$ cat src/rtl/mem_port_arbiter_if.sv
// Bus bundle between three requesting masters, the arbiter and the single memory slave port.
// Handshake: a request is held until its grant pulse, and the response follows as a one-cycle rvalid strobe.
interface mem_port_arbiter_if #(
    parameter int AW = 32,
    parameter int DW = 32
);
    logic [2:0]      m_req;
    logic [2:0]      m_we;
    logic [3*AW-1:0] m_addr;
    logic [3*DW-1:0] m_wdata;
    logic [2:0]      m_gnt;
    logic [2:0]      m_rvalid;
    logic [DW-1:0]   m_rdata;
    logic            m_err;

    logic            s_req;
    logic            s_we;
    logic [AW-1:0]   s_addr;
    logic [DW-1:0]   s_wdata;
    logic            s_gnt;
    logic            s_rvalid;
    logic [DW-1:0]   s_rdata;

    modport arbiter (
        input  m_req, m_we, m_addr, m_wdata,
        output m_gnt, m_rvalid, m_rdata, m_err,
        output s_req, s_we, s_addr, s_wdata,
        input  s_gnt, s_rvalid, s_rdata
    );

    modport master (
        output m_req, m_we, m_addr, m_wdata,
        input  m_gnt, m_rvalid, m_rdata, m_err
    );

    modport slave (
        input  s_req, s_we, s_addr, s_wdata,
        output s_gnt, s_rvalid, s_rdata
    );
endinterface

$ cat src/rtl/mem_port_arbiter.sv
// Three-master single-port memory arbiter: debug has fixed priority, core data/ifetch share round-robin,
// one transfer outstanding, with a response timeout that returns an error strobe.
module mem_port_arbiter #(
    parameter int AW        = 32,
    parameter int DW        = 32,
    parameter int TO_CYCLES = 256
) (
    input  logic                clk,
    input  logic                rst,
    input  logic                dbg_lock,
    mem_port_arbiter_if.arbiter bus,
    output logic                busy,
    output logic [1:0]          cur_id,
    output logic [1:0]          state_dbg,
    output logic                rr_dbg
);
    typedef enum logic [1:0] {
        IDLE = 2'd0,
        ADDR = 2'd1,
        DATA = 2'd2
    } state_t;

    localparam logic [15:0] TO_LAST = 16'(TO_CYCLES - 1);

    state_t        state_q, state_d;
    logic [1:0]    id_q;
    logic          we_q;
    logic [AW-1:0] addr_q;
    logic [DW-1:0] wdata_q;
    logic [15:0]   cnt_q;
    // rr_q = 1 means master 2 was served last, so master 1 is preferred next.
    logic          rr_q;

    logic [2:0]    elig;
    logic          win_valid;
    logic [1:0]    win_id;
    logic          win_we;
    logic [AW-1:0] win_addr;
    logic [DW-1:0] win_wdata;
    logic          timeout;
    logic [2:0]    id_onehot;

    always_comb begin
        elig      = bus.m_req & {~dbg_lock, ~dbg_lock, 1'b1};
        win_valid = |elig;
        if (elig[0]) begin
            win_id = 2'd0;
        end else if (elig[1] && elig[2]) begin
            win_id = rr_q ? 2'd1 : 2'd2;
        end else if (elig[1]) begin
            win_id = 2'd1;
        end else begin
            win_id = 2'd2;
        end
    end

    always_comb begin
        case (win_id)
            2'd1: begin
                win_we    = bus.m_we[1];
                win_addr  = bus.m_addr[AW +: AW];
                win_wdata = bus.m_wdata[DW +: DW];
            end
            2'd2: begin
                win_we    = bus.m_we[2];
                win_addr  = bus.m_addr[2*AW +: AW];
                win_wdata = bus.m_wdata[2*DW +: DW];
            end
            default: begin
                win_we    = bus.m_we[0];
                win_addr  = bus.m_addr[0 +: AW];
                win_wdata = bus.m_wdata[0 +: DW];
            end
        endcase
    end

    assign timeout   = (cnt_q == TO_LAST);
    assign id_onehot = 3'b001 << id_q;

    // Slave handshakes win over a coinciding timeout; IDLE ignores stray slave strobes.
    always_comb begin
        state_d      = state_q;
        bus.m_gnt    = 3'b000;
        bus.m_rvalid = 3'b000;
        bus.m_rdata  = '0;
        bus.m_err    = 1'b0;
        bus.s_req    = 1'b0;
        bus.s_we     = 1'b0;
        bus.s_addr   = '0;
        bus.s_wdata  = '0;
        case (state_q)
            IDLE: begin
                if (win_valid) begin
                    state_d = ADDR;
                end
            end
            ADDR: begin
                bus.s_req   = 1'b1;
                bus.s_we    = we_q;
                bus.s_addr  = addr_q;
                bus.s_wdata = wdata_q;
                if (bus.s_gnt) begin
                    bus.m_gnt = id_onehot;
                    state_d   = DATA;
                end else if (timeout) begin
                    bus.m_rvalid = id_onehot;
                    bus.m_err    = 1'b1;
                    state_d      = IDLE;
                end
            end
            DATA: begin
                if (bus.s_rvalid) begin
                    bus.m_rvalid = id_onehot;
                    bus.m_rdata  = bus.s_rdata;
                    state_d      = IDLE;
                end else if (timeout) begin
                    bus.m_rvalid = id_onehot;
                    bus.m_err    = 1'b1;
                    state_d      = IDLE;
                end
            end
            default: state_d = IDLE;
        endcase
    end

    always_ff @(posedge clk or negedge rst) begin
        if (!rst) begin
            state_q <= IDLE;
            id_q    <= 2'd0;
            we_q    <= 1'b0;
            addr_q  <= '0;
            wdata_q <= '0;
            cnt_q   <= '0;
            rr_q    <= 1'b1;
        end else begin
            state_q <= state_d;
            if (state_q == IDLE && win_valid) begin
                id_q    <= win_id;
                we_q    <= win_we;
                addr_q  <= win_addr;
                wdata_q <= win_wdata;
            end
            if (state_d != state_q) begin
                cnt_q <= '0;
            end else if (state_q != IDLE) begin
                cnt_q <= cnt_q + 16'd1;
            end
            if (state_q == ADDR && bus.s_gnt && id_q != 2'd0) begin
                rr_q <= (id_q == 2'd2);
            end
        end
    end

    assign busy      = (state_q != IDLE);
    assign cur_id    = (state_q == IDLE) ? 2'd0 : id_q;
    assign state_dbg = state_q;
    assign rr_dbg    = rr_q;
endmodule

$ cat src/flat_wrapper.sv
// flat-port wrapper written by rule: the top's interface ports become plain ports
module mem_port_arbiter_flat 
#(
    parameter int AW        = 32,
    parameter int DW        = 32,
    parameter int TO_CYCLES = 256
)
  (clk, rst, dbg_lock, busy, cur_id, state_dbg, rr_dbg, bus_m_req, bus_m_we, bus_m_addr, bus_m_wdata, bus_m_gnt, bus_m_rvalid, bus_m_rdata, bus_m_err, bus_s_req, bus_s_we, bus_s_addr, bus_s_wdata, bus_s_gnt, bus_s_rvalid, bus_s_rdata);
  mem_port_arbiter_if #(.AW(AW), .DW(DW)) bus_i ();
  input  logic clk;
  input  logic rst;
  input  logic dbg_lock;
  output logic busy;
  output logic [1:0] cur_id;
  output logic [1:0] state_dbg;
  output logic rr_dbg;
  input wire logic [$bits(bus_i.m_req)-1:0] bus_m_req;
  input wire logic [$bits(bus_i.m_we)-1:0] bus_m_we;
  input wire logic [$bits(bus_i.m_addr)-1:0] bus_m_addr;
  input wire logic [$bits(bus_i.m_wdata)-1:0] bus_m_wdata;
  output wire logic [$bits(bus_i.m_gnt)-1:0] bus_m_gnt;
  output wire logic [$bits(bus_i.m_rvalid)-1:0] bus_m_rvalid;
  output wire logic [$bits(bus_i.m_rdata)-1:0] bus_m_rdata;
  output wire logic [$bits(bus_i.m_err)-1:0] bus_m_err;
  output wire logic [$bits(bus_i.s_req)-1:0] bus_s_req;
  output wire logic [$bits(bus_i.s_we)-1:0] bus_s_we;
  output wire logic [$bits(bus_i.s_addr)-1:0] bus_s_addr;
  output wire logic [$bits(bus_i.s_wdata)-1:0] bus_s_wdata;
  input wire logic [$bits(bus_i.s_gnt)-1:0] bus_s_gnt;
  input wire logic [$bits(bus_i.s_rvalid)-1:0] bus_s_rvalid;
  input wire logic [$bits(bus_i.s_rdata)-1:0] bus_s_rdata;
  assign bus_i.m_req = bus_m_req;
  assign bus_i.m_we = bus_m_we;
  assign bus_i.m_addr = bus_m_addr;
  assign bus_i.m_wdata = bus_m_wdata;
  assign bus_m_gnt = bus_i.m_gnt;
  assign bus_m_rvalid = bus_i.m_rvalid;
  assign bus_m_rdata = bus_i.m_rdata;
  assign bus_m_err = bus_i.m_err;
  assign bus_s_req = bus_i.s_req;
  assign bus_s_we = bus_i.s_we;
  assign bus_s_addr = bus_i.s_addr;
  assign bus_s_wdata = bus_i.s_wdata;
  assign bus_i.s_gnt = bus_s_gnt;
  assign bus_i.s_rvalid = bus_s_rvalid;
  assign bus_i.s_rdata = bus_s_rdata;
  mem_port_arbiter #(.AW(AW), .DW(DW), .TO_CYCLES(TO_CYCLES)) u_core (.clk(clk), .rst(rst), .dbg_lock(dbg_lock), .bus(bus_i), .busy(busy), .cur_id(cur_id), .state_dbg(state_dbg), .rr_dbg(rr_dbg));
endmodule
$ cat config.mk
export PLATFORM = sky130hd
export DESIGN_NAME = mem_port_arbiter_flat
export DESIGN_NICKNAME = d
export VERILOG_FILES = /design/src/rtl/mem_port_arbiter_if.sv /design/src/rtl/mem_port_arbiter.sv /design/src/flat_wrapper.sv
export SDC_FILE = /design/constraint.sdc
export NUM_CORES = 1
export LEC_CHECK = 0
export ABC_AREA = 0
export CAP_MARGIN = 30
export CORE_AREA = 2 2 136 138
export CTS_CLUSTER_DIAMETER = 120
export DETAILED_ROUTE_END_ITERATION = 8
export DIE_AREA = 0 0 138 140
export PLACE_DENSITY = 0.7
export SLEW_MARGIN = 20
export SYNTH_ARGS = -nofsm -noshare
export SYNTH_HDL_FRONTEND = slang
export SYNTH_SLANG_ARGS = --single-unit
$ cat constraint.sdc
create_clock -name clk -period 2.5 [get_ports clk]
set_input_delay 0.75 -clock clk [delete_from_list [all_inputs] [get_ports clk]]
set_output_delay 0.75 -clock clk [all_outputs]
set_load 0.03 [all_outputs]
==> key figures <==
Logic synthesis
  • Ys Warns: 0
  • Async set-reset flop share out of synthesis: 100%
  • Post-synthesis cell type count: 48
  • Top cells by area, synth: dfrtp_1 38%, a22oi_1 8.8%, and2_1 7.3%, o21ai_0 6.1%, a21oi_1 6.0%
  • Post-synth top area cell: dfrtp_1
  • Synth top cells by count: 85 x dfrtp_1, 74 x nand2_1, 70 x nor2_1, 68 x o21ai_0, 67 x a21oi_1
  • Post-synth EDFFs: 0
  • Syn Nets: 932
  • Avg Cell Area, Syn: slightly above 8 µm²
  • Cell Area, Synth: 5570 µm²
  • Yosys top cell area share: a little under two fifths
  • Count leader, synth: dfrtp_1
  • Synth Flop Type: dfrtp_1
  • Synth Instances: 690
  • Synth Register Bits: 86
  • Sequential area share after synthesis: 38.6%

Clock tree
  • Clk Tree Root Cell: clkbuf_16
  • CTS max path bufs: 2
  • TritonCTS clock tree: done
  • Clock-pin slew on the worst setup and hold paths: roughly 0.060 ns
  • Clk_lat worst skew: approximately 0.35 ns
  • CTS buffer count: 9
  • H-Tree Depth: 3
  • CTS Sinks: 86

Timing
  • Worst slew pin tran: ~0.44 ns
  • Hold Fails Final Rpt: 0
  • Final WS setup: -0.213 ns
  • Clock skew: 0.0100 ns
  • Relative slew slack: between 70% and 80%
  • Final critical-path share of the clock period: 109%
  • Fmax: about 0.37 GHz
  • TNS Setup: -0.560 ns
  • Finish-stage setup viols: 3
  • Tmin final: roughly 2.7 ns
  • Fin. max-slew vios: 0
  • RSZ-0062 raised after global routing: yes

Setup path
  • CP startpoint: u_core.cnt_q[1]$_DFFE_PN0P_
  • Most common cell on crit path: nor4b_4
  • Max incr delay on CP: between 0.4 and 0.5 ns
  • Critical Path RT: 1.75 ns
  • CP endpoint kind: primary output
  • Critical R2R Launch: u_core.rr_dbg$_DFFE_PN1P_
  • CP Cell Sequence: ha_4, nor4b_4, a41oi_2, o22a_2, nor4b_4, buf_4
  • Setup CP Type: reg2out
  • CP max-delay cell: dfrtp_1
  • Crit path arrival time: around 2.0 ns
  • Crit start category: flip-flop
  • Max FO, Critical Path: 4

Power and ir drop
  • VDD IR max: roughly 0.6 mV
  • Sw frac: between 40% and 50%
  • Seq pwr share: between 20% and 30%
  • Clk pwr share: around 15%
  • P_int: about 5.4 mW
  • Static leakage: between 4 and 5 nW
  • Sw power: about 3.8 mW
  • Comb pwr share: between 60% and 70%
  • Power Density: ~890 nW/µm²

Status
  • Violated checks: negative setup slack
  • Status: finished, violations left

Drt
  • DRC viols: 0
  • Via count: between 6k and 7k
  • Drt first-iter violations: around 270
  • Final antenna-violating net count: 0
  • WL/cell: between 15 and 20 µm
  • Routed WL: between 20000 and 25000 µm
  • First-pass DRT Iterations: 4
  • DR vias/cell: a little under 5

Global route
  • Vias in the first global route: roughly 6.2k
  • Initial antenna violation count: 0
  • GRT Total Usage: 21.4%
  • Remaining Overflow, GRT: 0
  • First-pass GRT wire length: between 30000 and 40000 µm
  • Pin count of the biggest net entering global routing: between 60 and 70

Floorplanning
  • Initial core utilization: between 30% and 40%
  • Die H: between 100 and 150 µm
  • Row count: 49
  • Die Wd: 138 µm
  • Core area: ~18000 µm²
  • Die area: roughly 19000 µm²
  • I/O pin total: approximately 350

Worst hold path
  • Hold Path Class: in2async

Layout
  • Layout cell share with drive strength beyond 1: approximately 25%
  • Finished Cell Area: just over 10000 µm²
  • Layout area overhead: 85.4%
  • Finished Layout Cells: between 1k and 1.5k
  • Final core utilization: 58.1%
  • Antenna diodes: 0
  • Nets: 1293

Placed design
  • # placed instances: approximately 1.3k
  • Post-DP HPWL: between 15000 and 20000 µm
  • Worst slack at placement: -0.569 ns
  • Post-placement cell area: around 9500 µm²
  • Port bufs: 345
  • Placer congestion estimate: 0.804

Job
  • Max-cap violations: 0
## cell families (layout without fill, tap and decap cells)
logic type      after synthesis  after routing  share of synthesized area [%]
flops                        86             86                           38.6
fa+ha+maj                     7              7                           1.57
simple gates                299            299                           28.6
mux                           1              1                          0.180
compound gates              213            213                           23.4
xor+xnor                     15             15                           2.36
buf+inv                      69            435                           5.25
## power groups by stage
stage                     combinational (mW)  clock, mW  sequential, mW
after global placement                  4.94          0            2.27
final                                   5.52       1.38            2.29
after floorplan                         2.77          0            2.26
after CTS                               5.24       1.42            2.27
after detailed placement                4.99          0            2.29
after global routing                    5.94       1.49            2.36
## routing by layer
metal	vias to the layer above	routed length [µm]	global-route usage, %
met5	-	0	0
met3	30	1070	4.27
met1	2937	8540	25.8
met2	199	11100	38.2
li1	3158	-	-
met4	0	489	7.14
## final timing paths
kind	to	slack [ns]	depth (start not counted)
min in group clk	u_core.addr_q[1]$_DFFE_PN0P_	0.47	2
hold reg to reg	u_core.addr_q[1]$_DFFE_PN0P_	0.47	2
setup / recovery	bus_m_rvalid[0]	-0.21	6
max in group asynchronous	u_core.addr_q[26]$_DFFE_PN0P_	1.73	2
setup reg to reg	u_core.addr_q[25]$_DFFE_PN0P_	0.34	10
hold / removal	u_core.state_dbg[1]$_DFF_PN0_	0.39	2
## state kept, by name, summed over array words and instances (netlist names)
| name | cells |
|---|---|
| u_core.addr_q | 32 |
| u_core.cnt_q | 16 |
| u_core.id_q | 2 |
| u_core.rr_dbg | 1 |
| u_core.state_dbg | 2 |
| u_core.wdata_q | 32 |
| u_core.we_q | 1 |
## layout by cell type, fill, tap and decap left out, types with 4 or more instances in the layout
cell type / instances
clkbuf_16: 9
and2_1: 49
o21ai_0: 66
buf_12: 30
a22oi_2: 7
nor2_1: 67
ha_4: 5
inv_1: 4
dfrtp_1: 82
nand4_1: 5
and2_4: 16
nand2_1: 72
buf_6: 23
clkdlybuf4s50_1: 232
buf_4: 119
and3_1: 33
a22oi_1: 58
a21oi_1: 66
nor4_1: 21
xor2_1: 5
xnor2_1: 10
## timing repair
action	in CTS	in global routing
hold buffers	0	0
pin swaps	10	6
gates cloned	2	0
endpoints found under the setup margin	42	48
hold endpoints to repair	0	0
resized for setup	26	63
setup buffers	8	11
## area by class of cell
cell class | count | area [µm²]
clock buffer | 12 | 256
clock inverter | 4 | 45.0
fill | 1625 | 7450
inverter | 7 | 26.3
multi-input combinational | 535 | 3380
sequential | 86 | 2160
tap | 229 | 287
timing repair buffer | 412 | 4180
## stage by stage
stage	hold slack, ns	power [mW]
final	0.387	9.18
after global routing	0.419	9.79
after CTS	0.399	8.93
after detailed placement	0.462	7.28
after global placement	0.453	7.21
after floorplan	0.442	5.03
## worst max-delay path: cells and delay by family (launching register included)
kind	cells	cell delay, ns
fa+ha+maj	1	0.17
flops	1	0.41
buf+inv	1	0.20
simple gates	2	0.46
compound gates	2	0.39
Note: power is estimated with default switching activity, not from simulation.
